[config.mk]
export PLATFORM = sky130hd
export DESIGN_NAME = mips_alu_exec
export DESIGN_NICKNAME = d
export VERILOG_FILES = /design/src/rtl/mips_alu_exec_pkg.sv /design/src/rtl/mips_alu_exec_muldiv_iter.sv /design/src/rtl/mips_alu_exec.sv
export SDC_FILE = /design/constraint.sdc
export NUM_CORES = 1
export LEC_CHECK = 0
export BUFFER_PORTS_ARGS = -buffer_cell sky130_fd_sc_hd__buf_4
export CAP_MARGIN = 0
export CORE_UTILIZATION = 50
export CTS_CLUSTER_SIZE = 10
export DETAILED_ROUTE_END_ITERATION = 8
export PLACE_DENSITY = 0.74
export SLEW_MARGIN = 40
export SYNTH_ARGS = -nofsm -noshare
export SYNTH_HDL_FRONTEND = slang
export SYNTH_SLANG_ARGS = --single-unit
[constraint.sdc]
create_clock -name clk -period 8.2 [get_ports clk]
set_input_delay 0.82 -clock clk [delete_from_list [all_inputs] [get_ports clk]]
set_output_delay 0.82 -clock clk [all_outputs]
set_load 0.02 [all_outputs]
[src/rtl/mips_alu_exec_pkg.sv]
// Shared ALU select codes and the multiply/divide sequencer state type.
package mips_alu_exec_pkg;

  localparam logic [3:0] ALU_AND      = 4'd0;
  localparam logic [3:0] ALU_OR       = 4'd1;
  localparam logic [3:0] ALU_ADD      = 4'd2;
  localparam logic [3:0] ALU_MULT     = 4'd3;
  localparam logic [3:0] ALU_DIV      = 4'd4;
  localparam logic [3:0] ALU_LUI      = 4'd5;
  localparam logic [3:0] ALU_SUB      = 4'd6;
  localparam logic [3:0] ALU_SLT      = 4'd7;
  localparam logic [3:0] ALU_UNMAPPED = 4'd8;

  typedef enum logic [1:0] {
    ST_IDLE = 2'd0,
    ST_MUL  = 2'd1,
    ST_DIV  = 2'd2,
    ST_FIN  = 2'd3
  } md_state_t;

endpackage

[src/rtl/mips_alu_exec_muldiv_iter.sv]
// Iterative signed multiply (shift-add) and restoring divide on operand magnitudes,
// with the sign correction applied in FIN.
//
// state | meaning
// IDLE  | waiting for a MULT/DIV issue
// MUL   | one shift-add step per cycle, WIDTH steps
// DIV   | one restoring-divide step per cycle, WIDTH steps
// FIN   | sign-corrected hi/lo presented; top loads them on leaving FIN
module mips_muldiv_iter
  import mips_alu_exec_pkg::*;
#(
  parameter int WIDTH = 32
) (
  input  logic             clk,
  input  logic             rst_n,
  input  logic             start_mul,
  input  logic             start_div,
  input  logic [WIDTH-1:0] op_a,
  input  logic [WIDTH-1:0] op_b,
  output logic             busy,
  output logic             fin,
  output logic [WIDTH-1:0] hi_res,
  output logic [WIDTH-1:0] lo_res
);

  localparam int CW = $clog2(WIDTH);

  md_state_t        state, state_nxt;
  logic [CW-1:0]    cnt;
  logic [2*WIDTH-1:0] acc;
  logic [WIDTH-1:0] mag_m;
  logic [WIDTH-1:0] a_save;
  logic             is_div;
  logic             neg_res;
  logic             neg_rem;
  logic             div0;

  logic [WIDTH-1:0] mag_a, mag_b;
  logic [WIDTH:0]   mul_sum;
  logic [WIDTH:0]   div_shift;
  logic [WIDTH:0]   div_diff;
  logic             div_ge;
  logic [WIDTH-1:0] div_rem;
  logic [2*WIDTH-1:0] prod_fix;
  logic [WIDTH-1:0] quo_fix, rem_fix;

  assign mag_a = op_a[WIDTH-1] ? -op_a : op_a;
  assign mag_b = op_b[WIDTH-1] ? -op_b : op_b;

  // acc holds {partial product, multiplier} for MUL and {remainder, quotient} for DIV
  assign mul_sum   = {1'b0, acc[2*WIDTH-1:WIDTH]} + (acc[0] ? {1'b0, mag_m} : {(WIDTH+1){1'b0}});
  assign div_shift = {acc[2*WIDTH-1:WIDTH], acc[WIDTH-1]};
  assign div_ge    = div_shift >= {1'b0, mag_m};
  assign div_diff  = div_shift - {1'b0, mag_m};
  assign div_rem   = div_ge ? div_diff[WIDTH-1:0] : div_shift[WIDTH-1:0];

  always_ff @(posedge clk or negedge rst_n) begin
    if (!rst_n) state <= ST_IDLE;
    else        state <= state_nxt;
  end

  always_comb begin
    state_nxt = state;
    case (state)
      ST_IDLE: begin
        if (start_mul)      state_nxt = ST_MUL;
        else if (start_div) state_nxt = ST_DIV;
      end
      ST_MUL, ST_DIV: if (cnt == '0) state_nxt = ST_FIN;
      ST_FIN:  state_nxt = ST_IDLE;
      default: state_nxt = ST_IDLE;
    endcase
  end

  always_ff @(posedge clk or negedge rst_n) begin
    if (!rst_n) begin
      cnt     <= '0;
      acc     <= '0;
      mag_m   <= '0;
      a_save  <= '0;
      is_div  <= 1'b0;
      neg_res <= 1'b0;
      neg_rem <= 1'b0;
      div0    <= 1'b0;
    end else begin
      case (state)
        ST_IDLE: begin
          if (start_mul || start_div) begin
            cnt     <= CW'(WIDTH-1);
            is_div  <= ~start_mul;
            neg_res <= op_a[WIDTH-1] ^ op_b[WIDTH-1];
            neg_rem <= op_a[WIDTH-1];
            div0    <= ~start_mul && (op_b == '0);
            a_save  <= op_a;
            if (start_mul) begin
              mag_m <= mag_a;
              acc   <= {{WIDTH{1'b0}}, mag_b};
            end else begin
              mag_m <= mag_b;
              acc   <= {{WIDTH{1'b0}}, mag_a};
            end
          end
        end
        ST_MUL: begin
          acc <= {mul_sum, acc[WIDTH-1:1]};
          if (cnt != '0) cnt <= cnt - 1'b1;
        end
        ST_DIV: begin
          acc <= {div_rem, acc[WIDTH-2:0], div_ge};
          if (cnt != '0) cnt <= cnt - 1'b1;
        end
        default: ;
      endcase
    end
  end

  assign prod_fix = neg_res ? -acc : acc;
  assign quo_fix  = neg_res ? -acc[WIDTH-1:0] : acc[WIDTH-1:0];
  assign rem_fix  = neg_rem ? -acc[2*WIDTH-1:WIDTH] : acc[2*WIDTH-1:WIDTH];

  always_comb begin
    busy   = (state != ST_IDLE);
    fin    = (state == ST_FIN);
    hi_res = prod_fix[2*WIDTH-1:WIDTH];
    lo_res = prod_fix[WIDTH-1:0];
    if (is_div) begin
      if (div0) begin
        hi_res = a_save;
        lo_res = '1;
      end else begin
        hi_res = rem_fix;
        lo_res = quo_fix;
      end
    end
  end

endmodule

[src/rtl/mips_alu_exec.sv]
// Execute-stage ALU: single-cycle logic/arith ops plus an iterative MULT/DIV unit
// behind a start/busy/done handshake.
module mips_alu_exec
  import mips_alu_exec_pkg::*;
#(
  parameter int WIDTH = 32
) (
  input  logic             clk,
  input  logic             rst_n,
  input  logic             start,
  input  logic [3:0]       alu_sel,
  input  logic [WIDTH-1:0] op_a,
  input  logic [WIDTH-1:0] op_b,
  output logic [WIDTH-1:0] result,
  output logic             zero,
  output logic [WIDTH-1:0] hi,
  output logic [WIDTH-1:0] lo,
  output logic             busy,
  output logic             done
);

  logic             issue;
  logic             start_mul, start_div, start_simple;
  logic             md_fin;
  logic [WIDTH-1:0] md_hi, md_lo;
  logic [WIDTH-1:0] simple_res;

  assign issue        = start & ~busy;
  assign start_mul    = issue && (alu_sel == ALU_MULT);
  assign start_div    = issue && (alu_sel == ALU_DIV);
  assign start_simple = issue && !start_mul && !start_div;

  mips_muldiv_iter #(.WIDTH(WIDTH)) u_muldiv (
    .clk       (clk),
    .rst_n     (rst_n),
    .start_mul (start_mul),
    .start_div (start_div),
    .op_a      (op_a),
    .op_b      (op_b),
    .busy      (busy),
    .fin       (md_fin),
    .hi_res    (md_hi),
    .lo_res    (md_lo)
  );

  always_comb begin
    simple_res = '0;
    if (alu_sel < ALU_UNMAPPED) begin
      case (alu_sel)
        ALU_AND: simple_res = op_a & op_b;
        ALU_OR:  simple_res = op_a | op_b;
        ALU_ADD: simple_res = op_a + op_b;
        ALU_SUB: simple_res = op_a - op_b;
        ALU_LUI: simple_res = op_b << 16;
        ALU_SLT: simple_res = {{(WIDTH-1){1'b0}}, ($signed(op_a) < $signed(op_b))};
        default: simple_res = '0;
      endcase
    end
  end

  // hi/lo only move on MULT/DIV completion; simple ops touch result/zero only
  always_ff @(posedge clk or negedge rst_n) begin
    if (!rst_n) begin
      result <= '0;
      zero   <= 1'b1;
      hi     <= '0;
      lo     <= '0;
      done   <= 1'b0;
    end else if (md_fin) begin
      hi     <= md_hi;
      lo     <= md_lo;
      result <= md_lo;
      zero   <= (md_lo == '0);
      done   <= 1'b1;
    end else if (start_simple) begin
      result <= simple_res;
      zero   <= (simple_res == '0);
      done   <= 1'b1;
    end else begin
      done   <= 1'b0;
    end
  end

endmodule

==> qor.csv, run 1 <==
stage;metric;value;unit
global_route;overflow;0;
synth;netlist_area;23380;µm²
run_status;status;completed;
synth;synth-edff-count;0;
pwr;swShare;54.43;%
pwr;pwr-share-seq;23.2;%
clocking;cts_resized;0;
route;wl_per_cell;27.60;µm
sta;hold_viol;0;
finish;fin_cells;3739;
critical_path;timing.rr.end;u_muldiv.acc[63]$_DFFE_PN0P_;
sta;setup_tns;0;ns
synth;syn_nets;3333;
placement;dp_hpwl;79550;µm
critical_path;critPathRequiredTime;8.67;ns
sta;fin_worst_skew;0.03083;ns
route;drt_iter0_drc;3202;
synth;avgSynthCellArea;7.590;µm²
route;vias_per_cell;6.773;
clocking;cts_made_buffers;29;
placement;numPortBuffers;169;
die;rows;78;
sta;slew_viol_final;0;
critical_path;cp-end-kind;flip-flop;
finish;layout_commonest_cell;nand2_1;
critical_path;r2r-start;u_muldiv.acc[0]$_DFFE_PN0P_;
sta;finalCriticalPeriod;5.244;ns
clocking;post_cts_buffers;0;
global_route;track_usage;42.73;%
global_route;antenna_found_initial;4;
die;die_area;47620;µm²
pwr;total_power;11160;µW
pwr;power_frac_clock;10.6;%
pwr;internal_power;5086;µW
pwr;power_switching;6074;µW
sta;fmax;190.7;MHz
pwr;p_per_area;430.1;nW/µm²
route;dr.pass1.iters;6;
sta;setup_violations;0;
sta;rsz0062_at_grt;no;
pwr;leakage;0.01174;µW
clocking;root_buffer;clkbuf_16;
clocking;htreeDepth;1;
synth;ys_async_sr_fraction;100.0;%
pwr;combPwrFrac;66.1;%
synth;synthFlopType;dfrtp_1;
finish;syn2layout_area_growth;10.99;%
placement;placed_cells;3684;
sta;relSlewSlack;33.78;%
global_route;grt_max_degree;140;
job;max_cap_viol_count;0;
route;via_count;25326;
critical_path;critPathKind;reg -> reg;
route;ant_nets;0;
synth;synthCells;3080;
finish;final_cell_mix;nand2_1 (352), o21ai_0 (348), nor2_1 (252);
global_route;grt_pass1_vias;24068;
die;core-area;45770;µm²
sta;setup_ws;2.956;ns
clocking;cts-hold-fix-buffers;0;
finish;fin_nets;3371;
critical_path;crit_arrival;5.71;ns
route;wirelength;103200;µm
worst_hold_path;hp-class;in -> async;
critical_path;rr_worst_depth;15;
placement;gp_congestion;1.102;
die;start_util;51.07;%
synth;yosysWarnings;0;
critical_path;r2r_slack;2.96;ns
pwr;ir_drop;367.5;µV
clocking;clock_sinks;236;
sta;worst_pin_slew;0.9848;ns
die;fp.dieW;218.2;µm
route;drcViolationCount;0;
sta;period_share;63.96;%
clocking;cts_buffer_depth;3;
clocking;clk_latency;0.59;ns
global_route;grt_pass1_wl;152700;µm
finish;drive_above_1_share;10.04;%
critical_path;cp-start-kind;flip-flop;
placement;place_ws;3.075;ns
synth;synth-seq-cells;236;
critical_path;worstPathMaxFanout;33;
clocking;cts_tree;yes;
die;die_h;218.2;µm
synth;yosysSeqAreaShare;25.27;%
die;ioPinCount;170;
clocking;path_clk_slew;0.06;ns
synth;synthDistinctLibCells;89;
-- power groups by stage --
stage          Sequential, µW  Clock, µW  Combinational, µW
4_1_cts                  2540       1190               7170
2_1_floorplan            2320          0               5050
3_3_place_gp             2530          0               7000
5_1_grt                  2610       1240               8020
3_5_place_dp             2550          0               7120
6_report                 2590       1190               7380
-- area by class of cell --
cell class | count | area [µm²]
inverters | 203 | 763.2
multi-input cells | 2444 | 16090
fillers | 4285 | 19820
clock inverters | 5 | 46.29
flip-flops and latches | 236 | 5908
diodes | 1 | 2.502
repair buffers | 204 | 1597
well taps | 600 | 750.7
clock buffers | 46 | 789.5
-- sequential cells by signal, indices dropped and copies added (netlist names) --
register / count
u_muldiv.neg_res: 1
u_muldiv.state: 2
u_muldiv.neg_rem: 1
u_muldiv.a_save: 31
lo: 32
zero: 1
u_muldiv.div0: 1
hi: 32
u_muldiv.cnt: 5
result: 32
u_muldiv.acc: 64
u_muldiv.is_div: 1
u_muldiv.mag_m: 32
done: 1
-- logic make-up (layout without fill, tap and decap cells) --
group	Yosys count	after routing	share of synthesized area, %
AO/OA/AOI/OAI	1044	1044	28.99
AND/OR/NAND/NOR	953	953	18.93
buffers and inverters	400	458	6.508
flip-flops	236	236	25.27
XOR/XNOR	183	183	6.856
adder cells (fa/ha/maj)	182	182	9.869
multiplexers	82	82	3.575
other	0	1	0
-- per-layer routing --
metal / track usage [%] / routed length, µm / vias up
met3: 9.116 / 10600 / 362
met2: 63.78 / 43850 / 1641
met4: 30.56 / 8767 / 4
li1: - / - / 11219
met1: 54.66 / 39940 / 12100
met5: 0 / 28 / -
-- stage by stage --
step / instance area (µm²) / utilization, % / hold WS, ns
finish: 25950 / 56.69 / 0.07958
global route: 25940 / 56.68 / 0.09769
CTS: 25860 / 56.49 / 0.3219
detailed placement: 25020 / 54.66 / 0.4698
global placement: 24980 / 54.58 / 0.4695
floorplan: 23380 / - / 0.4447
-- worst max path at each step --
stage / startpoint / end / slack [ns]
floorplan: u_muldiv.acc[0]$_DFFE_PN0P_ / u_muldiv.acc[63]$_DFFE_PN0P_ / 4.21
global placement: op_b[14] / zero$_DFFE_PN1P_ / 2.72
detailed placement: op_b[14] / zero$_DFFE_PN1P_ / 3.07
CTS: u_muldiv.acc[0]$_DFFE_PN0P_ / u_muldiv.acc[63]$_DFFE_PN0P_ / 3.12
global route: u_muldiv.acc[0]$_DFFE_PN0P_ / u_muldiv.acc[63]$_DFFE_PN0P_ / 2.74
finish: u_muldiv.acc[0]$_DFFE_PN0P_ / u_muldiv.acc[63]$_DFFE_PN0P_ / 2.96
-- cell usage after synthesis (20+ instances only) --
library cell  instances  area share [%]
nor4_1               38             1.0
nor3_1               50             1.1
a221oi_1             22            0.82
a211oi_1             23            0.74
nor2b_1              21            0.56
o221ai_1             44             1.6
o31ai_1              47             1.5
o21ai_0             348             7.5
nor2_1              253             4.1
mux2i_1              70             3.0
xnor2_1             136             5.1
nand4_1              37            0.99
or3_1                31            0.83
nand2_1             353             5.7
nand2b_1             30            0.80
a31oi_1              23            0.62
dfrtp_1             235              25
a21oi_1             206             4.4
a21o_1               38             1.2
a22oi_1              55             1.8
nand3_1              51             1.1
clkbuf_1            176             2.8
ha_1                178             9.5
o21bai_1             20            0.64
xor2_1               47             1.8
o211ai_1             40             1.3
inv_1               201             3.2
-- critical path: stages (launching register included) --
cell and delay (ns):
dfrtp_1 0.58, inv_1 0.12, buf_4 0.37, nor2_1 0.15
fa_1 0.48, a211oi_1 0.35, o21bai_1 0.22, o311ai_1 0.55
o31ai_1 0.26, a221oi_2 0.46, o31ai_1 0.19, o31a_1 0.27
o21ai_0 0.28, o2bb2ai_1 0.23, o21ai_0 0.24, a221o_1 0.36
No activity file was read; power rests on OpenSTA's default activity.
==> run 2: changes to the inputs <==
--- a/config.mk
+++ b/config.mk
@@ -5,12 +5,13 @@
 export SDC_FILE = /design/constraint.sdc
 export NUM_CORES = 1
 export LEC_CHECK = 0
+export ABC_AREA = 1
 export BUFFER_PORTS_ARGS = -buffer_cell sky130_fd_sc_hd__buf_4
 export CAP_MARGIN = 0
 export CORE_UTILIZATION = 50
 export CTS_CLUSTER_SIZE = 10
 export DETAILED_ROUTE_END_ITERATION = 8
-export PLACE_DENSITY = 0.74
+export PLACE_DENSITY = 0.76
 export SLEW_MARGIN = 40
 export SYNTH_ARGS = -nofsm -noshare
 export SYNTH_HDL_FRONTEND = slang
==> constraint.sdc (replaced) <==
create_clock -name clk -period 4.75 [get_ports clk]
set_input_delay 0.475 -clock clk [delete_from_list [all_inputs] [get_ports clk]]
set_output_delay 0.475 -clock clk [all_outputs]
set_load 0.02 [all_outputs]
==> run 2 against run 1 <==
Net effect:
- sequential share of layout area is 2.1 points lower
- sequential power grew 53%
- fmax rose by 47%
- worst hold slack gained 0.13 ns
- largest cell class unchanged
- clock skew grew 0.014 ns
- routed wire length grew 17%
- die area grew 10%
==> qor.csv, run 2 <==
stage;metric;value;unit
pwr;leakage;0.01525;µW
critical_path;cp-end-kind;flip-flop;
sta;hold_viol;0;
synth;muxShareOfSynthArea;0;%
placement;numPortBuffers;169;
synth;synth-edff-count;0;
clocking;clock_sinks;236;
sta;setup_tns;0;ns
finish;seqCellArea;5908;µm²
finish;largest_reg_flops;64;
placement;place_area;27610;µm²
global_route;grt_pass1_wl;178100;µm
die;start_util;51.02;%
critical_path;r2r_slack;1.18;ns
critical_path;critPathKind;reg -> reg;
finish;final_cell_mix;nand2_1 (1,276), inv_1 (559), nor2_1 (437);
sta;hold_slack;0.2142;ns
global_route;antenna_found_initial;3;
pwr;p_per_area;663.7;nW/µm²
critical_path;cpMostUsedCell;nand2_1;
synth;synthCells;4272;
synth;synthFlopType;dfrtp_1;
synth;yosysSeqAreaShare;22.89;%
route;drt_iter0_drc;3649;
synth;syn_nets;4525;
synth;synthDistinctLibCells;61;
global_route;overflow;0;
clocking;path_clk_slew;0.06;ns
die;ioPinCount;170;
critical_path;crit_start;u_muldiv.acc[0]$_DFFE_PN0P_;
route;ant_nets;0;
synth;yosys.area.top_type;dfrtp_1;
synth;yosysWarnings;0;
critical_path;r2r-start;u_muldiv.acc[0]$_DFFE_PN0P_;
worst_hold_path;hp-class;in -> reg;
synth;ys_async_sr_fraction;100.0;%
run_status;status;completed;
sta;fin_worst_skew;0.04442;ns
pwr;total_power;18990;µW
die;rows;82;
clocking;htreeDepth;1;
route;wl_per_cell;23.92;µm
sta;rsz0062_at_grt;no;
job;max_cap_viol_count;0;
synth;synth-seq-cells;236;
die;fp.dieW;229.2;µm
finish;syn2layout_area_growth;10.85;%
sta;relSlewSlack;39.19;%
route;wirelength;120900;µm
clocking;clk_latency;0.60;ns
clocking;cts_buffer_depth;3;
route;dr.pass1.iters;6;
critical_path;cp-start-kind;flip-flop;
synth;synthAdderAreaFrac;8.941;%
placement;dp_hpwl;98520;µm
finish;multi_input_area;17010;µm²
finish;utilization;56.56;%
worst_hold_path;worstHoldStart;op_a[20];
worst_hold_path;whs_endpoint;u_muldiv.a_save[20]$_DFFE_PN0P_;
synth;synth_common_cells;nand2_1 (1,276), inv_1 (561), nor2_1 (437);
die;die_h;229.2;µm
clocking;cts_tree;yes;
route;drcViolationCount;0;
synth;yosysMostFrequentCell;nand2_1;
clocking;cts_made_buffers;30;
sta;slew_viol_final;0;
sta;period_share;75.21;%
route;vias_per_cell;6.032;
clocking;root_buffer;clkbuf_16;
synth;synth_top_family_by_area;simple AND/OR/NAND/NOR gates;
synth;synth_xor_area_share;3.190;%
critical_path;rr_worst_depth;20;
synth;synth_compound_area_share;17.08;%
global_route;grt_max_degree;96;
placement;gp_congestion;1.103;
finish;layout_commonest_cell;nand2_1;
finish;drive_above_1_share;7.576;%
critical_path;crit_slowest_cell;a21oi_1;
finish;fillers;5191;
critical_path;cp_cell_sequence;buf_4, nand2_1, inv_1, ha_1, fa_1, nand2_1, o21ai_1, nand2_1, nand2_1, nand2_1, nand2_1, a21oi_1, o21ai_0, nand2_1, nand2_1, a21oi_1, o21ai_0, nand2_1, nand2_1, nand2_1;
synth;netlist_area;25810;µm²
finish;final_area;28610;µm²
finish;top_register;u_muldiv.acc;
synth;yosys.area_share.simple;36.60;%
global_route;grt_pass1_vias;29148;
synth;synth_top_area_share;22.79;%
critical_path;crit_arrival;4.12;ns
global_route;track_usage;44.91;%
sta;finalCriticalPeriod;3.573;ns
die;die_area;52520;µm²
synth;synth.area.top_cells;dfrtp_1 (23%), nand2_1 (19%), ha_1 (8.6%);
critical_path;timing.rr.end;u_muldiv.acc[53]$_DFFE_PN0P_;
sta;fmax;279.9;MHz
synth;avgSynthCellArea;6.041;µm²
sta;setup_violations;0;
critical_path;critPathRequiredTime;5.29;ns
pwr;ir_drop;483.9;µV
critical_path;worstPathMaxFanout;35;
die;core-area;50580;µm²
route;via_count;30500;
finish;fin_nets;4613;
critical_path;slowest_delay;0.55;ns
sta;worst_pin_slew;0.9027;ns
worst_hold_path;hold_depth;3;
-- run 2: cell count changes after synthesis, sizes merged, moves of 47 or more --
cell    change
mux2i      -70
nand3     +317
o31ai      -47
nor2      +200
inv       +379
nand2     +933
xnor2     -122
o21ai      -86
clkbuf     -82
-- run 2: final cells by class --
| class | instances | area share [%] |
|---|---|---|
| multi-input cells | 3291 | 59.46 |
| clock buffers | 49 | 3.053 |
| diodes | 2 | 0.01750 |
| repair buffers | 215 | 5.905 |
| inverters | 586 | 7.694 |
| well taps | 672 | 2.939 |
| clock inverters | 5 | 0.2756 |
| flip-flops and latches | 236 | 20.65 |
-- run 2: worst max path at each step --
stage                                              end  cells past startpoint
after floorplan           u_muldiv.acc[53]$_DFFE_PN0P_                     20
after global placement                zero$_DFFE_PN1P_                     15
after detailed placement              zero$_DFFE_PN1P_                     16
after CTS                 u_muldiv.acc[53]$_DFFE_PN0P_                     20
after global routing      u_muldiv.acc[53]$_DFFE_PN0P_                     20
final                     u_muldiv.acc[53]$_DFFE_PN0P_                     20
-- run 2: what timing repair did --
| item | 4_1_cts | 5_1_grt |
|---|---|---|
| endpoints found under the hold margin | 69 | 0 |
| setup buffers | 0 | 0 |
| hold buffers | 1 | 0 |
| gates resized for setup | 0 | 0 |
-- run 2: layer usage --
layer | GRT usage [%] | wire, µm | up-vias
li1 | - | - | 14077
met1 | 54.82 | 45510 | 14190
met2 | 70.71 | 53230 | 1806
met3 | 8.715 | 12030 | 425
met4 | 32.48 | 10140 | 2
met5 | 0 | 12 | -
-- run 2: worst max-delay path, delay by kind of cell (launching register included) --
kind                       cells  cell delay [ns]
DFF                            1             0.35
AOI/OAI and AO/OA              5             1.21
and+or+nand+nor               11             1.03
buffers and inverters          2             0.31
adders and majority gates      2             0.61
-- run 2: logic make-up (layout without fill, tap and decap cells) --
family,after synthesis,count (layout)
AND/OR/NAND/NOR,2260,2260
AO/OA/AOI/OAI,755,755
other,0,2
XOR/XNOR,94,94
buffers and inverters,745,855
flip-flops,236,236
adder cells (fa/ha/maj),182,182
-- run 2: report_power, final --
| group | total [µW] | internal [µW] | switching [µW] | leakage, µW |
|---|---|---|---|---|
| clock | 2290 | 1350 | 942 | 0.000462 |
| combinational | 12700 | 3920 | 8820 | 0.0118 |
| sequential | 3950 | 2920 | 1030 | 0.00295 |
-- run 2: metrics by stage --
step | setup WS [ns] | instances
final | 1.177 | 5056
after global routing | 1.019 | 5054
after CTS | 1.261 | 5053
after detailed placement | 1.153 | 4998
after global placement | 1.182 | 4997
after floorplan | 2.132 | 4272
